`src/rtl/fmul_seq.sv`:
```
// Sequential floating-point multiplier: valid/ready operand intake, radix-2 shift-add
// significand product, single-cycle normalise/round, held result until drained.
module fmul_seq #(
    parameter  int EXP   = 8,
    parameter  int FRAC  = 23,
    localparam int WIDTH = EXP + FRAC + 1
) (
    input  logic             clk,
    input  logic             rst_n,
    input  logic             in_valid,
    output logic             in_ready,
    input  logic [WIDTH-1:0] a,
    input  logic [WIDTH-1:0] b,
    input  logic             round_mode,
    output logic             out_valid,
    input  logic             out_ready,
    output logic [WIDTH-1:0] r,
    output logic [3:0]       flags
);
    localparam int MW   = FRAC + 1;
    localparam int PW   = 2 * FRAC + 2;
    localparam int EW   = EXP + 2;
    localparam int CW   = $clog2(MW);
    localparam int BIAS = 2 ** (EXP - 1) - 1;
    localparam logic signed [EW-1:0] BIAS_S = EW'(BIAS);
    localparam logic signed [EW-1:0] E_OVF  = EW'(2 ** EXP - 1);
    localparam logic signed [EW-1:0] E_ZERO = '0;

    typedef enum logic [1:0] {S_IDLE, S_MUL, S_NORM, S_DONE} state_t;

    state_t                state_q, state_d;
    logic [MW-1:0]         mplier_q, mplier_d;
    logic [PW-1:0]         mcand_q, mcand_d;
    logic [PW-1:0]         acc_q, acc_d;
    logic [CW-1:0]         cnt_q, cnt_d;
    logic                  sign_q, sign_d;
    logic                  rm_q, rm_d;
    logic signed [EW-1:0]  esum_q, esum_d;
    logic [WIDTH-1:0]      r_q, r_d;
    logic [3:0]            flags_q, flags_d;

    // Operand classification on the live inputs, used only at the accepting edge
    logic [EXP-1:0]   ea, eb;
    logic [FRAC-1:0]  fa, fb;
    logic             a_zero, a_inf, a_nan, b_zero, b_inf, b_nan, in_sign, is_special;
    logic [WIDTH-1:0] spec_r;
    logic [3:0]       spec_flags;

    always_comb begin
        ea = a[WIDTH-2:FRAC];
        eb = b[WIDTH-2:FRAC];
        fa = a[FRAC-1:0];
        fb = b[FRAC-1:0];
        in_sign = a[WIDTH-1] ^ b[WIDTH-1];
        a_zero = (ea == '0);
        b_zero = (eb == '0);
        a_inf  = (&ea) && (fa == '0);
        b_inf  = (&eb) && (fb == '0);
        a_nan  = (&ea) && (fa != '0);
        b_nan  = (&eb) && (fb != '0);
        is_special = a_zero | b_zero | (&ea) | (&eb);
        spec_flags = 4'b0000;
        if (a_nan || b_nan || (a_inf && b_zero) || (a_zero && b_inf)) begin
            spec_r     = {1'b0, {EXP{1'b1}}, 1'b1, {(FRAC-1){1'b0}}};
            spec_flags = 4'b1000;
        end else if (a_inf || b_inf) begin
            spec_r = {in_sign, {EXP{1'b1}}, {FRAC{1'b0}}};
        end else begin
            spec_r = {in_sign, {(WIDTH-1){1'b0}}};
        end
    end

    // Normalise and round the finished product held in acc_q
    logic [MW-1:0]        nm, mf;
    logic [MW:0]          mr;
    logic                 ng, ns, inc;
    logic signed [EW-1:0] ne;
    logic [WIDTH-1:0]     norm_r;
    logic [3:0]           norm_flags;

    always_comb begin
        if (acc_q[PW-1]) begin
            nm = acc_q[PW-1:FRAC+1];
            ng = acc_q[FRAC];
            ns = |acc_q[FRAC-1:0];
            ne = esum_q + EW'(1);
        end else begin
            nm = acc_q[PW-2:FRAC];
            ng = acc_q[FRAC-1];
            ns = |acc_q[FRAC-2:0];
            ne = esum_q;
        end
        inc = rm_q & ng & (ns | nm[0]);
        mr  = {1'b0, nm} + {{MW{1'b0}}, inc};
        mf  = mr[MW-1:0];
        if (mr[MW]) begin
            mf = {1'b1, {FRAC{1'b0}}};
            ne = ne + EW'(1);
        end
        // Overflow and underflow always lose the true value, so inexact is forced
        if (ne >= E_OVF) begin
            norm_flags = 4'b0101;
            norm_r     = rm_q ? {sign_q, {EXP{1'b1}}, {FRAC{1'b0}}}
                              : {sign_q, {(EXP-1){1'b1}}, 1'b0, {FRAC{1'b1}}};
        end else if (ne <= E_ZERO) begin
            norm_flags = 4'b0011;
            norm_r     = {sign_q, {(WIDTH-1){1'b0}}};
        end else begin
            norm_flags = {3'b000, ng | ns};
            norm_r     = {sign_q, ne[EXP-1:0], mf[FRAC-1:0]};
        end
    end

    always_comb begin
        state_d  = state_q;
        mplier_d = mplier_q;
        mcand_d  = mcand_q;
        acc_d    = acc_q;
        cnt_d    = cnt_q;
        sign_d   = sign_q;
        rm_d     = rm_q;
        esum_d   = esum_q;
        r_d      = r_q;
        flags_d  = flags_q;
        case (state_q)
            S_IDLE: begin
                if (in_valid) begin
                    sign_d = in_sign;
                    rm_d   = round_mode;
                    if (is_special) begin
                        r_d     = spec_r;
                        flags_d = spec_flags;
                        state_d = S_DONE;
                    end else begin
                        mplier_d = {1'b1, fa};
                        mcand_d  = {{(PW-MW){1'b0}}, 1'b1, fb};
                        acc_d    = '0;
                        cnt_d    = '0;
                        esum_d   = $signed({2'b00, ea}) + $signed({2'b00, eb}) - BIAS_S;
                        state_d  = S_MUL;
                    end
                end
            end
            S_MUL: begin
                if (mplier_q[0]) acc_d = acc_q + mcand_q;
                mplier_d = mplier_q >> 1;
                mcand_d  = mcand_q << 1;
                cnt_d    = cnt_q + CW'(1);
                if (cnt_q == CW'(MW - 1)) state_d = S_NORM;
            end
            S_NORM: begin
                r_d     = norm_r;
                flags_d = norm_flags;
                state_d = S_DONE;
            end
            S_DONE: begin
                if (out_ready) state_d = S_IDLE;
            end
            default: state_d = S_IDLE;
        endcase
    end

    always_ff @(posedge clk or negedge rst_n) begin
        if (!rst_n) begin
            state_q  <= S_IDLE;
            mplier_q <= '0;
            mcand_q  <= '0;
            acc_q    <= '0;
            cnt_q    <= '0;
            sign_q   <= 1'b0;
            rm_q     <= 1'b0;
            esum_q   <= '0;
            r_q      <= '0;
            flags_q  <= '0;
        end else begin
            state_q  <= state_d;
            mplier_q <= mplier_d;
            mcand_q  <= mcand_d;
            acc_q    <= acc_d;
            cnt_q    <= cnt_d;
            sign_q   <= sign_d;
            rm_q     <= rm_d;
            esum_q   <= esum_d;
            r_q      <= r_d;
            flags_q  <= flags_d;
        end
    end

    assign in_ready  = (state_q == S_IDLE);
    assign out_valid = (state_q == S_DONE);
    assign r         = r_q;
    assign flags     = flags_q;
endmodule

```
`config.mk`:
```
export PLATFORM = sky130hd
export DESIGN_NAME = fmul_seq
export DESIGN_NICKNAME = d
export VERILOG_FILES = /design/src/rtl/fmul_seq.sv
export SDC_FILE = /design/constraint.sdc
export NUM_CORES = 1
export LEC_CHECK = 0
export CAP_MARGIN = 30
export CORE_MARGIN = 2
export CORE_UTILIZATION = 59
export CTS_BUF_LIST = sky130_fd_sc_hd__clkbuf_8 sky130_fd_sc_hd__clkbuf_16
export CTS_CLUSTER_SIZE = 10
export DETAILED_ROUTE_END_ITERATION = 16
export PLACE_DENSITY = 0.81
export SYNTH_ARGS = -nofsm -noshare
export SYNTH_HDL_FRONTEND = slang
export SYNTH_SLANG_ARGS = --single-unit
export TNS_END_PERCENT = 1
```
`constraint.sdc`:
```
create_clock -name clk -period 5.3 [get_ports clk]
set_input_delay 1.325 -clock clk [delete_from_list [all_inputs] [get_ports clk]]
set_output_delay 1.325 -clock clk [all_outputs]
set_load 0.01 [all_outputs]
```
==> metrics.md <==
| Metric | Value |
|---|---|
| Setup TNS | `0 ns` |
| CP max stage delay | `0.74 ns` |
| Yosys warns | `0` |
| Synthesized flop and latch total | `175` |
| Post-CTS setup repair buffer count | `0` |
| MaxCap Viol Count | `0` |
| Final Hold Vio Count | `0` |
| Crit Path Class | `flip-flop to flip-flop` |
| Slew HR | `34.7%` |
| Cell taking the most area after synthesis | `dfrtp_1` |
| N_diodes | `0` |
| R2R Path Start | `acc_q[47]` |
| H-tree levels | `4` |
| Cts hold-fix bufs | `0` |
| Area fraction of the dominant cell type after synthesis | `35.6%` |
| Clock Sink Count | `175` |
| Largest net degree at the start of global routing | `144` |
| Core Box Area | `0.0204 mm2` |
| CTS Buf Count | `17` |
| Initial antenna violation count | `0` |
| Layout cell share with drive strength beyond 1 | `4.70%` |
| Hold path start | `flags[3]` |
| Fin crit period | `4.33 ns` |
| Nets | `1616` |
| Initial Util | `60.4%` |
| Critical Path Slowest Stage Cell | `dfrtp_2` |
| Vias post-DR | `10900` |
| Syn Area/Cell | `8.67 um2` |
| Period utilization | `81.7%` |
| Ports | `107` |
| Power Total | `6550 uW` |
| PwrDens | `465 mW/mm2` |
| Crit start category | `flip-flop` |
| Share of synthesized area spent on multiplexers | `5.84%` |
| Routed Antenna Nets | `0` |
| DRC | `0` |
| Fin area | `0.0141 mm2` |
| Async SR Flop Fraction | `100%` |
| Reg2reg setup slack | `0.97 ns` |
| DIE AREA | `0.0220 mm2` |
| Critical-path cell list | `buf_4 > mux2i_1 > nor4b_4 > nor4b_2 > nand4_1 > a22o_1 > and4_1 > o21ai_1 > o211a_1 > a221o_1` |
| Distinct cells, synth | `73` |
| Maximum clock frequency | `231 MHz` |
| Critical Path Source | `acc_q[47]` |
| Clk slew on worst S/H paths | `0.07 ns` |
| Synth Cell Area | `0.0123 mm2` |
| Placed Area | `0.0135 mm2` |
| WL final | `30.4 mm` |
| Vias in the first global route | `10600` |
| Clk_lat worst skew | `0.44 ns` |
| I/O Buffers | `106` |
| Post-Syn Nets | `1559` |
| Die Width | `148 um` |
| Routed len/inst | `17.3 um` |
| Post-synthesis sequential area ratio | `35.6%` |
| Worst EP required | `5.67 ns` |
| Clock tree from TritonCTS | `built` |
| Simple-gate share of the synthesized area | `18.7%` |
| Post-cts gate resize count | `0` |
| Compound-cell area share of the yosys netlist | `21.3%` |
| Via/cell ratio | `6.19` |
| Status | `finished clean` |
| Combinational family with the most area after synthesis | `compound AO/OA/AOI/OAI gates` |
| Peak supply drop | `0.295 mV` |
| Hpwl dp | `22.1 mm` |
| Synth Instances | `1418` |
| Slew Viols, Final | `0` |
| Post-Synth XOR/XNOR Area | `7.18%` |
| GRT overflow | `0` |
| Syn-to-layout area delta | `14.8%` |
| TritonRoute pass-1 iters | `5` |
| First-pass GRT wire length | `51.7 mm` |
| Post-Synth Adder-Cell Area | `7.45%` |
| Top FF cell, synth | `dfrtp_1` |
| Final count of negative-setup-slack endpoints | `0` |
| Die H | `148 um` |
| Worst-margin pin slew | `0.972 ns` |
| Hold Path Class | `flip-flop to flip-flop` |
| Deepest clock path buffer count | `2` |
| Total global-route track usage | `28.4%` |
| Iter 0 DRT Violations | `687` |
| Crit-path max FO | `31` |
| Pleak | `0.00614 uW` |
| EDFF count, synth | `0` |
| Setup repair after global routing missed its margin | `no` |
| Final GP Congestion | `0.941` |
| WP data arrival | `4.70 ns` |
| Final Skew | `0.0102 ns` |
| FP Rows | `52` |
| Leading post-synthesis cells by cell area | `dfrtp_1 (36%), ha_1 (7.1%), nand2_1 (7.0%), o21ai_0 (6.4%), mux2i_1 (5.3%)` |
| CP endpoint kind | `flip-flop` |
| CTS root buf | `clkbuf_16` |
-- stage by stage --
step                      std cells  hold WS, ns  setup WS (ns)  util, %
final                          1758        0.478          0.971     69.3
after global routing           1758        0.507          0.668     69.3
after CTS                      1758        0.480           1.05     69.3
after detailed placement       1726        0.465           1.02     66.5
after global placement         1725        0.450           1.07     66.3
after floorplan                1418        0.450          0.667        -
-- synthesized netlist by cell type (all sizes together), types with 32 or more instances --
| cell type | count |
|---|---|
| dfrtp | 175 |
| nor2 | 62 |
| mux2i | 65 |
| o21ai | 158 |
| ha | 70 |
| nand4 | 32 |
| xnor2 | 55 |
| a21oi | 74 |
| inv | 39 |
| a21o | 33 |
| clkbuf | 66 |
| nand2 | 229 |
| nand3 | 32 |
| xor2 | 44 |
-- registers in the layout, summed over array words and instances (netlist names), 2 cells and up --
name      count
state_q       2
flags         4
mcand_q      48
cnt_q         5
r            32
mplier_q     24
esum_q       10
acc_q        48
-- cell type report --
cell class,count,area [um2]
Timing Repair Buffer,119,1200
Sequential cell,175,4380
Clock inverter,14,135
Tap cell,270,338
Fill cell,1642,6250
Inverter,39,146
Multi-Input combinational cell,1123,7470
Clock buffer,18,439
-- path summary, 6_finish.rpt --
check                            end  depth (start not counted)
min                         flags[3]                          2
max in group asynchronous  acc_q[47]                          2
min in group asynchronous  esum_q[9]                          1
max reg2reg                    r[16]                         10
min reg2reg                 flags[3]                          2
max                            r[16]                         10
-- layer usage --
layer  part of all wire [%]  wire [um]  GRT usage (%)
met5                      0          0              0
met4                    2.1        651           8.57
met2                     47      14400           46.7
met3                    5.1       1560           3.65
met1                     45      13800           39.5
-- layout by cell type, fill, tap and decap left out, types with 4 or more instances in the layout --
cell type        Yosys  routed
clkbuf_16            0      17
a221o_1             29      29
o31ai_1              4       4
and3_1              15      15
inv_1               39      41
and2_1               9       9
nand2_1            229     229
clkdlybuf4s50_1      0     105
or3_1                8       8
xor2_1              44      44
or4_1                5       5
nand4_1             30      30
mux2_2               6       6
buf_4                1      10
clkinv_4             0       6
o21a_1               8       8
o211ai_1             7       7
nor2_1              62      62
nor2b_1             11      11
a21oi_1             74      73
nor4_1              20      20
and4_1               6       6
nor3b_1              5       5
xnor2_1             53      53
o21bai_1            13      13
nand4b_1             4       4
a211oi_1            10      10
a31oi_1             12      12
dfrtp_1            175     174
a221oi_1             4       4
nand2b_1             7       7
nand3_1             32      32
mux2i_1             65      65
a22o_1               8       8
ha_1                70      69
nor3_1              23      22
o21ai_0            156     155
a21o_1              33      33
-- cells by family (layout without fill, tap and decap cells) --
kind of cell | after synthesis | in the layout
multiplexers | 71 | 71
flip-flops | 175 | 175
XOR/XNOR | 99 | 99
buffers and inverters | 120 | 190
adder cells (fa/ha/maj) | 72 | 72
AO/OA/AOI/OAI | 403 | 403
AND/OR/NAND/NOR | 478 | 478
-- report_power, final --
group / internal [uW] / switching (uW) / total, uW / leakage, uW
sequential: 1770 / 429 / 2200 / 0.00231
combinational: 1320 / 1800 / 3120 / 0.00354
clock: 668 / 562 / 1230 / 0.000286
-- worst max-delay path, delay by kind of cell, from the launching register on --
family          cells  cell delay (ns)
flops               1             0.74
compound gates      4             1.54
buf+inv             1             0.44
simple gates        4             1.33
mux                 1             0.19
Power figures use the tool's default switching activity.
